File: config.mk
export PLATFORM = sky130hd
export DESIGN_NAME = overlay_fader
export DESIGN_NICKNAME = d
export VERILOG_FILES = /design/src/rtl/overlay_fader.sv
export SDC_FILE = /design/constraint.sdc
export NUM_CORES = 1
export LEC_CHECK = 0
export ABC_CLOCK_PERIOD_IN_PS = 5350
export BUFFER_PORTS_ARGS = -buffer_cell sky130_fd_sc_hd__buf_2
export CAP_MARGIN = 10
export CORE_MARGIN = 5
export CORE_UTILIZATION = 56
export DETAILED_ROUTE_END_ITERATION = 8
export GPL_TIMING_DRIVEN = 0
export PLACE_DENSITY = 0.8
export SLEW_MARGIN = 20
export SYNTH_ARGS = -nofsm -noshare
export SYNTH_HDL_FRONTEND = slang
export SYNTH_SLANG_ARGS = --single-unit
File: constraint.sdc
create_clock -name clk -period 5.35 [get_ports clk]
set_input_delay 0 -clock clk [delete_from_list [all_inputs] [get_ports clk]]
set_output_delay 0 -clock clk [all_outputs]
set_load 0.01 [all_outputs]
File: src/rtl/overlay_fader.sv
// Blends the overlay pixel over the background with a frame-stepped alpha fade,
// registering colour and syncs together so the VGA pins see aligned outputs.
module overlay_fader #(
    parameter int FADE_FRAMES = 4,
    parameter bit SYNC_NEG    = 1'b1
) (
    input  logic       clk,
    input  logic       rst_n,
    input  logic       active,
    input  logic       hsync,
    input  logic       vsync,
    input  logic [5:0] bg_rgb,
    input  logic       ov_draw,
    input  logic [5:0] ov_rgb,
    input  logic       show_req,
    output logic [5:0] rgb_out,
    output logic       hsync_out,
    output logic       vsync_out,
    output logic [2:0] alpha,
    output logic       busy
);

    localparam logic          SYNC_IDLE = SYNC_NEG ? 1'b1 : 1'b0;
    localparam int            CW        = (FADE_FRAMES > 1) ? $clog2(FADE_FRAMES) : 1;
    localparam logic [CW-1:0] CNT_LAST  = CW'(FADE_FRAMES - 1);

    typedef enum logic [1:0] {
        HIDDEN   = 2'd0,
        FADE_IN  = 2'd1,
        SHOWN    = 2'd2,
        FADE_OUT = 2'd3
    } state_t;

    state_t        state;
    logic [CW-1:0] frame_cnt;
    logic          vs_hist;
    logic          frame_tick;
    logic [5:0]    blend_rgb;

    // Frame start is the vsync inactive->active edge; alpha only moves here.
    assign frame_tick = (vsync != SYNC_IDLE) && (vs_hist == SYNC_IDLE);

    function automatic logic [1:0] mix(input logic [1:0] o, input logic [1:0] b,
                                       input logic [2:0] a);
        logic [4:0] sum;
        sum = 5'(o) * 5'(a) + 5'(b) * (5'd4 - 5'(a));
        return 2'(sum >> 2);
    endfunction

    always_comb begin
        blend_rgb = 6'd0;
        if (active) begin
            if (ov_draw)
                blend_rgb = {mix(ov_rgb[5:4], bg_rgb[5:4], alpha),
                             mix(ov_rgb[3:2], bg_rgb[3:2], alpha),
                             mix(ov_rgb[1:0], bg_rgb[1:0], alpha)};
            else
                blend_rgb = bg_rgb;
        end
    end

    always_ff @(posedge clk or negedge rst_n) begin
        if (!rst_n) begin
            rgb_out   <= 6'd0;
            hsync_out <= SYNC_IDLE;
            vsync_out <= SYNC_IDLE;
            vs_hist   <= SYNC_IDLE;
        end else begin
            rgb_out   <= blend_rgb;
            hsync_out <= hsync;
            vsync_out <= vsync;
            vs_hist   <= vsync;
        end
    end

    always_ff @(posedge clk or negedge rst_n) begin
        if (!rst_n) begin
            state     <= HIDDEN;
            alpha     <= 3'd0;
            frame_cnt <= '0;
            busy      <= 1'b0;
        end else if (frame_tick) begin
            case (state)
                HIDDEN: begin
                    if (show_req) begin
                        state     <= FADE_IN;
                        frame_cnt <= '0;
                        busy      <= 1'b1;
                    end
                end
                FADE_IN: begin
                    // A reversal restarts the frame count but never steps alpha.
                    if (!show_req) begin
                        state     <= FADE_OUT;
                        frame_cnt <= '0;
                    end else if (frame_cnt == CNT_LAST) begin
                        alpha     <= alpha + 3'd1;
                        frame_cnt <= '0;
                        if (alpha == 3'd3) begin
                            state <= SHOWN;
                            busy  <= 1'b0;
                        end
                    end else begin
                        frame_cnt <= frame_cnt + CW'(1);
                    end
                end
                SHOWN: begin
                    if (!show_req) begin
                        state     <= FADE_OUT;
                        frame_cnt <= '0;
                        busy      <= 1'b1;
                    end
                end
                FADE_OUT: begin
                    if (show_req) begin
                        state     <= FADE_IN;
                        frame_cnt <= '0;
                    end else if (frame_cnt == CNT_LAST) begin
                        alpha     <= alpha - 3'd1;
                        frame_cnt <= '0;
                        if (alpha == 3'd1) begin
                            state <= HIDDEN;
                            busy  <= 1'b0;
                        end
                    end else begin
                        frame_cnt <= frame_cnt + CW'(1);
                    end
                end
                default: begin
                    state     <= HIDDEN;
                    alpha     <= 3'd0;
                    frame_cnt <= '0;
                    busy      <= 1'b0;
                end
            endcase
        end
    end

endmodule
==> results.md, run 1 <==
- Outcome: finished clean
- Input/output buffers: 29
- Synthesized flop and latch total: 16
- Final Hold Vio Count: 0
- Worst path arrival time: 4.80 ns
- Htree depth: 1
- Synthesis-to-layout area growth: 16.2%
- Worst hold path type: in -> reg
- Initial antenna violation count: 0
- Switching share of total power: 0.425
- Post-synth design cell area: 1670 µm²
- Overflow left after global routing: 0
- CTS tree: built
- Max Fclk: 218 MHz
- WHS Path Cells: 2
- Cells after synthesis: 181
- Relative slew slack: 0.708
- Worst Setup End Kind: register
- Synth area leader: dfrtp_1
- Critical path startpoint category: register
- Num CTS Buffers: 3
- Ports: 31
- Largest net degree at the start of global routing: 17
- Clock share of power: 0.128
- Core Util, Final: 0.691
- Die Width: 64.6 µm
- Pleak: 0.996 nW
- Cts hold-fix bufs: 5
- Row count: 19
- Worst-skew pair later-pin latency: 0.30 ns
- Top_reg_cell synth: dfrtp_1
- Root buf cell: clkbuf_4
- Switching power: 280 µW
- Num Clock Sinks: 16
- EDFF count, synth: 0
- Worst Setup Path Type: reg -> reg
- Critical path depth: 15
- Core Region: 2810 µm²
- RSZ-0062 raised after global routing: false
- Worst EP required: 5.56 ns
- Placer Congestion: 0.849
- Peak supply drop: 0.000161 V
- Commonest cells post-synth: nand2_1, inv_1, dfrtp_1
- Dpl hpwl: 2.87 mm
- WL final: 3.64 mm
- Initial core utilization: 0.595
- Fin Setup TNS: 0 ns
- NumNets Final: 263
- Top post-synthesis cells by area: dfrtp_1, fa_1, ha_1
- Resized cells post-CTS: 0
- Syn avg cell area: 9.22 µm²
- Register area share after synthesis: 0.241
- Avg WL per Cell: 14.5 µm
- Crit-path cells: buf_4, clkbuf_1, inv_1, ha_1, and2b_1, or2_2, and2_1, fa_1, fa_1, inv_1, fa_1, xor2_1, xnor3_1, and4_4, o31ai_1
- Die height: 64.6 µm
- Starting DRT DRC Count: 61
- Reg2Reg Setup Slack: 0.76 ns
- Remaining DRCs: 0
- Register share of total power: 0.269
- P per Cell Area: 339 nW/µm²
- First-pass GRT wire length: 6.27 mm
- Tcrit/Tclk final: 0.857
- Worst Path Max Fanout: 10
- Final Max Tran Viols: 0
- Netlist cell types: 50
- Post-DRT Antenna Nets: 0
- Final Critical Period: 4.59 ns
- Most used cell, CP: fa_1
- R2R cell count: 15
- YS warnings: 0
- Count leader, synth: nand2_1
- Logic pwr share: 0.603
- CTS max path bufs: 2
- Syn_nets: 224
- Critical path's top delay family: adder cells
- Slowest stage cell, crit path: fa_1
- Clk_skew: 0.00352 ns
- ANT cells: 0
- Worst Tran Pin Value: 0.438 ns
- Worst-path clk slew: 0.10 ns
- Max Cap Viol: 0
- # Post-CTS Setup Buffers: 0
- Vias in the first global route: 1,462
- Vias per cell: 5.60
- GRT Util Overall: 0.192
- Internal: 378 µW
- Async S/R FF share, synth: 1.00
- Layout cells sized above 1: 0.219
- Largest stage delay, worst path: 0.55 ns
- Routed via count: 1,401
- Bufs and invs on worst path: 4
- 1st-pass router iterations: 5
- Top cell type's share of synthesized area: 0.210
- # setup viols final: 0
- DIE AREA: 4170 µm²
layout by cell type, fill, tap and decap left out, drive strengths merged, types with 5 or more instances in the layout:
| master | n |
|---|---|
| buf | 34 |
| dfrtp | 14 |
| o21ai | 7 |
| inv | 23 |
| fa | 12 |
| ha | 12 |
| and2 | 10 |
| dlygate4sd3 | 5 |
| clkbuf | 8 |
| nand4 | 5 |
| nand2 | 27 |
power groups by stage:
stage                     registers, mW  clock network, mW  logic [mW]
after floorplan                   0.184                  0       0.288
after global placement            0.178                  0       0.372
after detailed placement          0.180                  0       0.398
after CTS                         0.177             0.0876       0.402
after global routing              0.182             0.0926       0.451
final                             0.177             0.0843       0.397
state kept, by name (all words and copies together) (netlist names):
name,flops
alpha,3
busy,1
frame_cnt,2
hsync_out,1
rgb_out,6
state,2
vs_hist,1
layer usage:
layer  wire, µm  GRT usage  share of wire  up-vias
met5          0          0              0        -
met3        142     0.0259          0.039        5
met4         65     0.0871          0.018        0
met2       1960      0.367           0.54       41
met1       1470      0.210           0.40      672
li1           -          -              -      683
kinds of logic after synthesis:
group / count (synthesis) / synth area share
multiplexers: 6 / 0.0397
AO/OA/AOI/OAI: 30 / 0.130
AND/OR/NAND/NOR: 65 / 0.205
buffers and inverters: 32 / 0.0825
adder cells (fa/ha/maj): 24 / 0.234
XOR/XNOR: 8 / 0.0667
flip-flops: 16 / 0.241
area by class of cell:
cell class              count  area, µm²
inverters                  23       86.3
well taps                  31       38.8
fillers                   229        866
repair buffers             34        195
flip-flops and latches     16        403
multi-input cells         133       1130
clock buffers               4       36.3
plain buffers               9       51.3
worst reg2reg max path: cells and delay by family, from the launching register on:
kind / cells / cell delay (ns)
fa+ha+maj: 4 / 1.79
simple gates: 4 / 0.94
buf+inv: 4 / 0.69
xor+xnor: 2 / 0.44
flops: 1 / 0.41
compound gates: 1 / 0.22
path summary, 6_finish.rpt:
path	startpoint	endpoint
hold reg to reg	busy	busy
max in group asynchronous	rst_n	hsync_out
setup / recovery	alpha[0]	rgb_out[5]
min in group asynchronous	rst_n	rgb_out[5]
setup reg to reg	alpha[0]	rgb_out[5]
hold / removal	bg_rgb[2]	rgb_out[2]
stage by stage:
step	hold WS, ns	instances	cell area, µm²	setup WS [ns]	total power [mW]
floorplan	-0.296	181	1670	1.15	0.472
global placement	-0.0737	241	1850	0.869	0.550
detailed placement	-0.0651	241	1850	0.789	0.578
CTS	0.00207	250	1940	0.753	0.667
global route	0.0248	250	1940	0.567	0.725
finish	0.0184	250	1940	0.763	0.658
No activity file was read; power rests on OpenSTA's default activity.
==> run 2: changes to the inputs <==
--- a/config.mk
+++ b/config.mk
@@ -6,13 +6,14 @@
 export NUM_CORES = 1
 export LEC_CHECK = 0
 export ABC_CLOCK_PERIOD_IN_PS = 5350
-export BUFFER_PORTS_ARGS = -buffer_cell sky130_fd_sc_hd__buf_2
 export CAP_MARGIN = 10
 export CORE_MARGIN = 5
-export CORE_UTILIZATION = 56
+export CORE_UTILIZATION = 60
+export CTS_CLUSTER_SIZE = 12
 export DETAILED_ROUTE_END_ITERATION = 8
+export DONT_BUFFER_PORTS = 1
 export GPL_TIMING_DRIVEN = 0
-export PLACE_DENSITY = 0.8
+export PLACE_DENSITY = 0.76
 export SLEW_MARGIN = 20
 export SYNTH_ARGS = -nofsm -noshare
 export SYNTH_HDL_FRONTEND = slang
==> results.md, run 2 (same netlist as run 1, synthesis figures left out) <==
- Outcome: finished clean
- Ports: 31
- Largest regs: rgb_out x6, alpha x3
- Most common cell after layout, fill and taps aside: nand2_1
- First-pass GRT wire length: 6.18 mm
- Die Width: 62.7 µm
- Initial core utilization: 0.616
- CTS max path bufs: 2
- P per Cell Area: 342 nW/µm²
- Max Cap Viol: 0
- # Post-CTS Setup Buffers: 0
- Num CTS Buffers: 3
- Relative slew slack: 0.522
- Worst EP required: 5.58 ns
- Die height: 62.7 µm
- Tcrit/Tclk final: 0.928
- Worst hold start: vsync
- Post-DRT Antenna Nets: 0
- Largest stage delay, worst path: 0.55 ns
- RR Startpoint: alpha[0]
- Top reg by flops: rgb_out
- Synthesis-to-layout area growth: 11.7%
- DIE AREA: 3940 µm²
- Worst Tran Pin Value: 0.715 ns
- Most frequent cells in the layout: nand2_1, inv_1, dfrtp_1
- Fin Setup TNS: 0 ns
- Layout cells sized above 1: 0.0964
- Core Region: 2710 µm²
- Initial antenna violation count: 0
- Max Fclk: 202 MHz
- Avg WL per Cell: 16.1 µm
- Remaining DRCs: 0
- Critical path startpoint category: register
- Final Hold Vio Count: 0
- WL final: 3.68 mm
- # setup viols final: 0
- Worst-skew pair later-pin latency: 0.29 ns
- Worst path arrival time: 5.19 ns
- Clk_skew: 0.0109 ns
- Slowest stage cell, crit path: dlygate4sd3_1
- Final cell count without fillers: 228
- Htree depth: 1
- Routed via count: 1,359
- Worst-path clk slew: 0.09 ns
- Worst Setup Path Type: reg -> reg
- Pleak: 0.906 nW
- CTS tree: built
- NumNets Final: 241
- ANT cells: 0
- Largest net degree at the start of global routing: 17
- Post-Place Cells: 212
- Input/output buffers: 0
- Crit-path cells: buf_4, clkbuf_1, inv_1, ha_1, nor2b_1, or2_2, nand2_1, fa_1, inv_1, fa_1, inv_1, fa_1, xor2_1, xnor3_1, a31o_2, a31oi_1, dlygate4sd3_1
- GRT Util Overall: 0.193
- Worst Setup End Kind: register
- RSZ-0062 raised after global routing: false
- Vias per cell: 5.96
- Worst hold path type: in -> reg
- Final Cell Area: 1860 µm²
- Final Max Tran Viols: 0
- Overflow left after global routing: 0
- Final Critical Period: 4.96 ns
- Dpl hpwl: 2.75 mm
- Vias in the first global route: 1,421
- Worst Path Max Fanout: 10
- Peak supply drop: 0.000249 V
- Area after DPL: 1710 µm²
- 1st-pass router iterations: 4
- Max FFs per register: 6
- Row count: 19
- Placer Congestion: 0.858
- Worst Setup SP: alpha[0]
- Critical path's top delay family: adder cells
- Root buf cell: clkbuf_4
- Num Clock Sinks: 16
- Starting DRT DRC Count: 59
- Bufs and invs on worst path: 6
## run 2: cell types whose count changed in the layout (fill, tap and decap cells not counted)
cell,previous run,this run
buf_2,31,2
dlygate4sd3_1,5,12
## run 2: power breakdown
| part | total [mW] | switching [mW] | internal (mW) |
|---|---|---|---|
| Clock | 0.0811 | 0.0397 | 0.0414 |
| Sequential | 0.189 | 0.0347 | 0.155 |
| Combinational | 0.368 | 0.198 | 0.170 |
## run 2: worst min-delay path, delay by kind of cell
| family | cells | cell delay, ns |
|---|---|---|
| AOI/OAI and AO/OA | 1 | 0.14 |
| xor gates and xnor gates | 1 | 0.08 |
| buffers and inverters | 1 | 0.04 |
## run 2: per-stage QoR
step	setup slack [ns]	power [mW]	hold WS (ns)	utilization
4_1_cts	0.400	0.640	0.00588	0.684
5_1_grt	0.135	0.706	0.00535	0.688
6_report	0.387	0.638	0.00917	0.688
3_5_place_dp	0.667	0.546	-0.295	0.630
2_1_floorplan	1.15	0.472	-0.296	-
3_3_place_gp	0.768	0.522	-0.295	0.630
## run 2: area by class of cell
cell class | count | area, µm²
tap | 31 | 38.8
buffer | 9 | 51.3
inverter | 23 | 86.3
clock buffer | 4 | 36.3
timing repair buffer | 12 | 120
multi-input combinational | 133 | 1130
fill | 228 | 846
sequential | 16 | 403
## run 2: repair_timing
| action | 4_1_cts | 5_1_grt |
|---|---|---|
| hold buffers | 11 | 1 |
| endpoints found under the hold margin | 24 | 1 |
| gates resized for setup | 0 | 0 |
## run 2: worst paths after layout
path	cells past startpoint	to	slack, ns
worst min-delay path	3	alpha[0]	0.009
min in group asynchronous	1	frame_cnt[0]	0.19
worst max register to register	17	rgb_out[3]	0.39
worst min register to register	1	frame_cnt[0]	0.56
worst max-delay path	17	rgb_out[3]	0.39
max in group asynchronous	1	alpha[1]	4.70
## run 2: metal layers
layer,up-vias,part of all wire,wire length (µm),global-route usage
li1,641,-,-,-
met1,681,0.42,1560,0.230
met2,33,0.52,1930,0.348
met3,4,0.044,161,0.0288
met4,0,0.0082,30,0.0637
met5,-,0,0,0
==> run 3: changes to the inputs <==
--- a/config.mk
+++ b/config.mk
@@ -5,6 +5,7 @@
 export SDC_FILE = /design/constraint.sdc
 export NUM_CORES = 1
 export LEC_CHECK = 0
+export ABC_AREA = 1
 export ABC_CLOCK_PERIOD_IN_PS = 5350
 export CAP_MARGIN = 10
 export CORE_MARGIN = 5
@@ -14,6 +15,7 @@
 export DONT_BUFFER_PORTS = 1
 export GPL_TIMING_DRIVEN = 0
 export PLACE_DENSITY = 0.76
+export SKIP_CTS_REPAIR_TIMING = 1
 export SLEW_MARGIN = 20
 export SYNTH_ARGS = -nofsm -noshare
 export SYNTH_HDL_FRONTEND = slang
==> results.md, run 3 <==
- Outcome: finished with violations
- Failing checks: hold timing
- Peak supply drop: 0.000373 V
- Row count: 19
- Commonest cells post-synth: nand2_1, inv_1, dfrtp_1
- RR Startpoint: alpha[0]
- Avg WL per Cell: 12.2 µm
- Num Clock Sinks: 16
- Top post-synthesis cells by area: dfrtp_1, nand2_1, fa_1
- Cells after synthesis: 241
- Dpl hpwl: 2.70 mm
- Worst path arrival time: 4.43 ns
- CTS max path bufs: 2
- Post-synth design cell area: 1710 µm²
- Num CTS Buffers: 3
- Slowest stage cell, crit path: dfrtp_1
- Core Region: 2730 µm²
- WL final: 3.53 mm
- Power, Total: 974 µW
- Vias in the first global route: 1,364
- Internal: 467 µW
- Syn avg cell area: 7.08 µm²
- NumNets Final: 302
- Register share of total power: 0.222
- Largest family of logic cells by synthesized area: simple AND/OR/NAND/NOR gates
- 1st-pass router iterations: 4
- Root buf cell: clkbuf_4
- Critical path startpoint category: register
- Area of the multi-input gates: 1080 µm²
- Count leader, synth: nand2_1
- Starting DRT DRC Count: 72
- Initial antenna violation count: 0
- Worst Setup End Kind: register
- Worst-path clk slew: 0.10 ns
- Switching share of total power: 0.521
- Most common cell after layout, fill and taps aside: nand2_1
- RSZ-0062 raised after global routing: false
- Async S/R FF share, synth: 1.00
- Synthesized flop and latch total: 16
- Largest net degree at the start of global routing: 17
- Overflow left after global routing: 0
- Register area: 403 µm²
- Final Hold Vio Count: 1
- Top reg by flops: rgb_out
- Post-synthesis adder-cell area fraction: 0.229
- Netlist cell types: 30
- Placer Congestion: 0.821
- Largest stage delay, worst path: 0.58 ns
- Most frequent cells in the layout: nand2_1, inv_1, dfrtp_1
- ANT cells: 0
- Final Max Tran Viols: 0
- Logic pwr share: 0.695
- Routed via count: 1,493
- Die Width: 63.3 µm
- Tcrit/Tclk final: 0.792
- Top_reg_cell synth: dfrtp_1
- GRT Util Overall: 0.180
- Crit-path cells: clkbuf_1, inv_1, ha_1, clkbuf_1, nand2_1, fa_1, inv_1, fa_1, inv_1, fa_1, nand3b_1, nand3_1, nand2_1, nand2_1, nand3_1, nand2_1, inv_1
- Relative slew slack: 0.521
- Max FFs per register: 6
- Register area share after synthesis: 0.236
- R2R cell count: 17
- Die height: 63.3 µm
- Clock share of power: 0.083
- P per Cell Area: 509 nW/µm²
- Worst EP required: 5.54 ns
- Syn_nets: 284
- YS warnings: 0
- Clk_skew: 0.00341 ns
- Vias per cell: 5.17
- Max Cap Viol: 0
- Remaining DRCs: 0
- # setup viols final: 0
- Multiplexer share of the synthesized area: 0
- Htree depth: 1
- Worst Tran Pin Value: 0.717 ns
- Layout cells sized above 1: 0.0814
- Fillers: 239
- Worst hold path type: in -> reg
- Synthesis-to-layout area growth: 12.0%
- Synth Area in Compound Gates: 0.0799
- Synth area leader: dfrtp_1
- Worst Setup SP: alpha[0]
- Worst Setup EP: rgb_out[1]
- Max Fclk: 236 MHz
- DIE AREA: 4010 µm²
- Worst Path Max Fanout: 10
- Reg2Reg Setup Slack: 1.11 ns
- Fin Setup TNS: 0 ns
- Worst-skew pair later-pin latency: 0.29 ns
- Final Critical Period: 4.24 ns
- EDFF count, synth: 0
- Pleak: 1.08 nW
- Largest regs: rgb_out x6, alpha x3
- XOR/XNOR Fraction of Synth Area: 0.0205
- CTS tree: built
- Hold_ws: -0.000499 ns
- Worst reg2reg endpoint: rgb_out[1]
- Top cell type's share of synthesized area: 0.205
- Post-DRT Antenna Nets: 0
- Switching power: 507 µW
- Input/output buffers: 0
- First-pass GRT wire length: 5.84 mm
- Worst Setup Path Type: reg -> reg
- Ports: 31
- Post-synthesis simple-gate area fraction: 0.304
- Initial core utilization: 0.624
[run 3: changes by cell type after synthesis, moves of 3 or more]
cell,delta
inv_1,+27
o21ai_0,+4
mux2i_1,-4
nor2_1,+8
nand3_1,+10
o21ai_2,+3
a31oi_1,-3
nand2_1,+54
nor2b_1,-4
and2_1,-10
xnor3_1,-3
[run 3: power groups by stage]
| stage | registers, mW | clock network, mW | logic [mW] |
|---|---|---|---|
| 6_report | 0.216 | 0.0812 | 0.677 |
| 5_1_grt | 0.221 | 0.0921 | 0.806 |
| 4_1_cts | 0.216 | 0.0830 | 0.670 |
| 3_5_place_dp | 0.219 | 0 | 0.668 |
| 3_3_place_gp | 0.217 | 0 | 0.646 |
| 2_1_floorplan | 0.209 | 0 | 0.550 |
[run 3: logic make-up after synthesis]
| logic type | count (synthesis) |
|---|---|
| XOR/XNOR | 4 |
| adder cells (fa/ha/maj) | 24 |
| flip-flops | 16 |
| AO/OA/AOI/OAI | 22 |
| buffers and inverters | 56 |
| AND/OR/NAND/NOR | 119 |
[run 3: per-layer routing]
layer | vias up | wire length (µm) | share of wire | GRT usage
li1 | 767 | - | - | -
met1 | 676 | 1630 | 0.46 | 0.231
met2 | 44 | 1600 | 0.45 | 0.297
met3 | 6 | 236 | 0.067 | 0.0266
met4 | 0 | 65 | 0.018 | 0.0831
met5 | - | 0 | 0 | 0
[run 3: cell type report]
cell class                 count  share of cell area
buffer                         5              0.0164
multi-input combinational    169               0.565
clock buffer                   4              0.0190
tap                           31              0.0203
sequential                    16               0.211
timing repair buffer          13              0.0681
inverter                      51               0.100
[run 3: how the worst min path moves through the flow]
| stage | startpoint | to | slack [ns] | cells after the start |
|---|---|---|---|---|
| CTS | rst_n | rgb_out[5] | -0.62 | 0 |
| finish | vsync | frame_cnt[1] | -0.0005 | 4 |
| floorplan | rst_n | alpha[0] | -0.30 | 0 |
| global route | ov_draw | rgb_out[5] | 0.01 | 2 |
| global placement | rst_n | rgb_out[5] | -0.30 | 0 |
| detailed placement | rst_n | rgb_out[5] | -0.30 | 0 |
[run 3: stage by stage]
stage               cells  worst slack, ns  area (µm²)   util
floorplan             241             1.70        1710      -
detailed placement    272             1.21        1750  0.638
CTS                   276             1.18        1780  0.652
global placement      272             1.21        1750  0.638
global route          289            0.823        1910  0.699
finish                289             1.11        1910  0.699
[run 3: worst max-delay path, delay by kind of cell, from the launching register on]
kind / cells / cell delay [ns]
simple gates: 7 / 0.74
fa+ha+maj: 4 / 1.81
flops: 1 / 0.58
buf+inv: 6 / 1.01
